[src/rtl/usb_reply_pkg.sv]
// Shared constants, FSM state encoding and the round-robin helper used by the
// USB reply arbiter and any later arbiter built on the same selector.
package usb_reply_pkg;

   localparam int REPLY_BYTES_DEFAULT = 3;
   localparam int REPLY_W             = REPLY_BYTES_DEFAULT * 8;
   localparam int RR_MAX              = 8;

   typedef enum logic [1:0] {
      IDLE  = 2'd0,
      GUARD = 2'd1,
      WAIT  = 2'd2
   } arb_state_t;

   // First set bit of req after 'last', wrapping modulo n; returns last when req is empty.
   // Walks offsets from farthest to nearest so the nearest candidate wins.
   function automatic logic [2:0] rr_next(input logic [RR_MAX-1:0] req,
                                          input logic [2:0]        last,
                                          input int                n);
      logic [2:0] cand;
      rr_next = last;
      for (int off = RR_MAX; off >= 1; off--) begin
         if (off <= n) begin
            cand = 3'((int'(last) + off) % n);
            if (req[cand]) rr_next = cand;
         end
      end
   endfunction

endpackage

[src/rtl/rr_pick.sv]
// Combinational round-robin selector: chooses the first pending request after
// the last granted index, wrapping around N sources.
module rr_pick
   import usb_reply_pkg::*;
#(
   parameter int N     = 4,
   parameter int IDX_W = 2
) (
   input  logic [N-1:0]     req,
   input  logic [IDX_W-1:0] last,
   output logic             valid,
   output logic [IDX_W-1:0] idx
);

   logic [RR_MAX-1:0] req_pad;
   logic [2:0]        last_pad;

   always_comb begin
      req_pad  = RR_MAX'(req);
      last_pad = 3'(last);
      valid    = |req;
      idx      = IDX_W'(rr_next(req_pad, last_pad, N));
   end

endmodule

[src/rtl/usb_reply_arbiter.sv]
// Round-robin arbiter sharing the USB command block's single reply port.
// Optional build macro REPLY_ARB_TAG_EN tags the reply MSBs with the granted source index.
module usb_reply_arbiter
   import usb_reply_pkg::*;
#(
   parameter int NUM_SOURCES = 4,
   parameter int REPLY_BYTES = REPLY_BYTES_DEFAULT,
   parameter int SRC_W       = 2
) (
   input  logic                                 CLK_48,
   input  logic                                 RESET_N,
   input  logic [NUM_SOURCES-1:0]               i_req,
   input  logic [NUM_SOURCES*REPLY_BYTES*8-1:0] i_req_data,
   output logic [NUM_SOURCES-1:0]               o_ack,
   input  logic                                 i_busy,
   output logic                                 o_reply,
   output logic [REPLY_BYTES*8-1:0]             o_data,
   output logic [SRC_W-1:0]                     o_grant_idx
);

   localparam int DATA_W = REPLY_BYTES * 8;

   // Handshake: a source raises i_req[k] with stable data and holds it until it
   // sees the one-cycle o_ack[k]; it must drop i_req[k] on the next cycle, and a
   // request dropped before its ack is simply withdrawn.
   arb_state_t              state, state_nxt;
   logic                    pick_valid;
   logic [SRC_W-1:0]        pick_idx;
   logic [DATA_W-1:0]       pick_data;
   logic                    reply_nxt;
   logic [NUM_SOURCES-1:0]  ack_nxt;
   logic [DATA_W-1:0]       data_nxt;
   logic [SRC_W-1:0]        grant_nxt;

   rr_pick #(
      .N     (NUM_SOURCES),
      .IDX_W (SRC_W)
   ) u_rr_pick (
      .req   (i_req),
      .last  (o_grant_idx),
      .valid (pick_valid),
      .idx   (pick_idx)
   );

   always_comb begin
      pick_data = i_req_data[int'(pick_idx)*DATA_W +: DATA_W];
`ifdef REPLY_ARB_TAG_EN
      pick_data[DATA_W-1 -: SRC_W] = pick_idx;
`endif
   end

   // GUARD skips one busy sample because the flag lags acceptance by a cycle.
   always_comb begin
      state_nxt = state;
      reply_nxt = 1'b0;
      ack_nxt   = '0;
      data_nxt  = o_data;
      grant_nxt = o_grant_idx;
      case (state)
         IDLE: begin
            if (pick_valid && !i_busy) begin
               reply_nxt = 1'b1;
               ack_nxt   = NUM_SOURCES'(1) << pick_idx;
               data_nxt  = pick_data;
               grant_nxt = pick_idx;
               state_nxt = GUARD;
            end
         end
         GUARD:   state_nxt = WAIT;
         WAIT:    if (!i_busy) state_nxt = IDLE;
         default: state_nxt = IDLE;
      endcase
   end

   always_ff @(posedge CLK_48 or negedge RESET_N) begin
      if (!RESET_N) begin
         state       <= IDLE;
         o_reply     <= 1'b0;
         o_ack       <= '0;
         o_data      <= '0;
         o_grant_idx <= SRC_W'(NUM_SOURCES - 1);
      end else begin
         state       <= state_nxt;
         o_reply     <= reply_nxt;
         o_ack       <= ack_nxt;
         o_data      <= data_nxt;
         o_grant_idx <= grant_nxt;
      end
   end

endmodule
[config.mk]
export PLATFORM = sky130hd
export DESIGN_NAME = usb_reply_arbiter
export DESIGN_NICKNAME = d
export VERILOG_FILES = /design/src/rtl/usb_reply_pkg.sv /design/src/rtl/rr_pick.sv /design/src/rtl/usb_reply_arbiter.sv
export SDC_FILE = /design/constraint.sdc
export NUM_CORES = 1
export LEC_CHECK = 0
export ABC_AREA = 1
export BUFFER_PORTS_ARGS = -buffer_cell sky130_fd_sc_hd__buf_2
export CAP_MARGIN = 30
export CORE_ASPECT_RATIO = 1.75
export CORE_MARGIN = 4
export CORE_UTILIZATION = 51
export CTS_CLUSTER_SIZE = 25
export DETAILED_ROUTE_END_ITERATION = 7
export GPL_TIMING_DRIVEN = 0
export PLACE_DENSITY = 0.95
export SLEW_MARGIN = 20
export SYNTH_ARGS = -nofsm -noshare
export SYNTH_HDL_FRONTEND = slang
export SYNTH_SLANG_ARGS = --single-unit
[constraint.sdc]
create_clock -name CLK_48 -period 4.8 [get_ports CLK_48]
set_clock_uncertainty 0.2 [all_clocks]
set_input_delay 0 -clock CLK_48 [delete_from_list [all_inputs] [get_ports CLK_48]]
set_output_delay 0 -clock CLK_48 [all_outputs]
set_load 0.01 [all_outputs]
==> metrics.txt <==
register area=828 um2; total congestion overflow=0; largest family of logic cells by synthesized area=simple AND/OR/NAND/NOR gates; Post-Syn Area=2810 um2; Post-CTS Hold Fix Bufs=72; Vias/cell=5.54; DR pass1 iterations=5; GPL Wtd Cong=0.915; RSZ-0062 raised after global routing=false; hold slack final=0.102 ns; initial antenna violation count=0; most common cell in the netlist=nand2_1; Rows=35; relative slew slack=0.523; H-tree depth=2; die footprint=6800 um2; simple-gate share of the synthesized area=0.485; R2R depth=17; CTS Buffer Depth=2; Synth Flop Type=dfrtp_1; Overall Global Routing Usage=0.370; Crit path largest cell delay=0.57 ns; Seq/Total Area, Yosys=0.295; CP endpoint kind=flop; Resized Gates After CTS=0; Initial Util=0.529; detailed router's first-iteration violation count=437; syn_area_per_cell=6.15 um2; Req. time, crit path=4.78 ns; chip height=106 um; max-cap violations=0; Synth area leader=dfrtp_1; Power Dens Cells=883 nW/um2; WL per Instance=16.8 um; Layout area overhead=55.8%; placed insts=663; Antenna Cells=0; final wirelength=12.5 mm; status=complete, no violations; CTS tree=done; top cells by area, synth=dfrtp_1 28%, nand3_1 20%, nand2_1 19%, inv_1 14%, nand3_2 3.6%; Post-CTS Setup Inserts=0; Period minus WS final=3.60 ns; Tcrit/Tclk final=0.749; HPWL Detailed=7.02 mm; Netlist cell types=27; Mapped Cells=456; flops & latches, synth=33; vias in the first global route=4269; clock slew at reported path FFs=0.08 ns; largest net degree at the start of global routing=34; WS Path Type=reg -> reg; Buffers on Ports=133; clock root buffer=clkbuf_8; Overall Power=3860 uW; endpoints failing setup=0; Post-Synth XOR/XNOR Area=0; Vias=4119; Syn. warnings=0; Synth Area in Adders=0; total CTS buffers=5; core area=5300 um2; final hold violation count=0; most used cell, CP=nand2_1; maximum VDD drop=0.556 mV; slowest stage cell on the critical path=dlygate4sd3_1; Finished Cell Area=4370 um2; critical path fanouts, max=10; Worst EP arrival=3.58 ns; worst slew pin tran=0.716 ns; Post-route DRC=0; worst hold path class=in -> async; asr flop ratio synth=1.00; first-pass GRT wire length=19.7 mm; IO Count=134; mux cell area share after synthesis=0; filler cell count=300; Clock Latency Late Sink=0.28 ns; Fmax=278 MHz; area of the multi-input gates=1390 um2; top cell type's share of synthesized area=0.277; placed cell area=3560 um2; Final ANT Viol Nets=0; die width=64.1 um; cells along the critical path=buf_6 > nand2_1 > o21ai_1 > nand2_2 > nand2_2 > nand2_4 > nand2_4 > nand2_4 > nand2_4 > buf_2 > nand2_1 > nand3_1 > dlygate4sd3_1 > nand2_1 > dlygate4sd3_1 > nand2_1 > nand2_1; top cells by count, synth=142 x nand2_1, 112 x nand3_1, 101 x inv_1, 31 x dfrtp_1; CP Launch Type=flop; leak pwr=0.00272 uW; setup TNS=0 ns; Net Count, Synth=559; final slew viol count=0; CTS sink cnt=33; share of cells above drive strength 1=0.287; compound-gate portion of the synthesized area=0.00937; Final nets=771; Post-synth EDFFs=0; Finished Layout Cells=743
## metal layers
metal  vias up  GRT usage  part of all wire
met2       382      0.638              0.49
met3       129     0.0677             0.097
li1       1799          -                 -
met1      1809      0.383              0.32
met4         0      0.292             0.090
met5         -          0                 0
## final timing paths
kind	end	from	slack, ns
max	o_data[3]$_DFFE_PN0P_	o_grant_idx[0]$_DFFE_PN1P_	1.20
min	o_data[0]$_DFFE_PN0P_	RESET_N	0.10
max reg2reg	o_data[3]$_DFFE_PN0P_	o_grant_idx[0]$_DFFE_PN1P_	1.20
min reg2reg	state[1]$_DFFE_PN0P_	state[1]$_DFFE_PN0P_	0.26
max in group asynchronous	o_ack[0]$_DFF_PN0_	RESET_N	3.83
min in group CLK_48	o_data[7]$_DFFE_PN0P_	i_req_data[79]	0.10
## cells by family (layout without fill, tap and decap cells)
kind of cell,after synthesis,after routing
and+or+nand+nor,286,286
AOI/OAI and AO/OA,5,5
DFF,33,33
buffers and inverters,132,345
## power breakdown
group	total, uW	internal [uW]	switching, uW
registers	490	411	79.0
clock network	208	100	108
logic	3160	1440	1730
## metrics by stage
stage,utilization,worst slack (ns)
after detailed placement,0.672,2.53
after global routing,0.825,1.03
final,0.825,1.20
after CTS,0.825,1.44
after global placement,0.672,2.59
after floorplan,-,2.74
## placed cells by master (no fill, tap or decap)
cell type,netlist,final
buf_2,10,143
nand2_1,142,142
nand3_1,112,112
inv_1,101,101
dlygate4sd3_1,0,72
dfrtp_1,31,31
nand3_2,10,10
nand2_2,7,7
buf_6,6,6
nand2_4,6,6
clkbuf_8,0,5
nor2_1,4,4
clkbuf_1,4,4
buf_4,4,4
inv_4,2,2
nor3_1,2,2
o21ai_0,2,2
clkinv_2,0,2
dfstp_2,2,2
a31oi_1,1,1
inv_6,1,1
inv_2,1,1
o21ai_1,1,1
nand3b_1,1,1
and3_1,1,1
nand3_4,1,1
clkinv_1,1,1
buf_8,1,1
a21oi_1,1,1
buf_1,1,1
clkinvlp_4,0,1
## critical path, delay by kind of cell (launching register included)
family	cells	cell delay, ns
flops	1	0.54
simple gates	12	1.06
buf+inv	4	1.57
compound gates	1	0.13
## state kept, by name, summed over array words and instances (netlist names)
name	flops
o_ack	4
state	2
o_grant_idx	2
o_data	24
o_reply	1
## final cells by class
cell class              count  share of cell area
multi-input cells         291               0.317
repair buffers            205               0.317
flip-flops and latches     33               0.190
inverters                 106              0.0933
plain buffers              26              0.0415
well taps                  74              0.0212
clock buffers               5              0.0157
clock inverters             3             0.00401
Power figures use the tool's default switching activity.
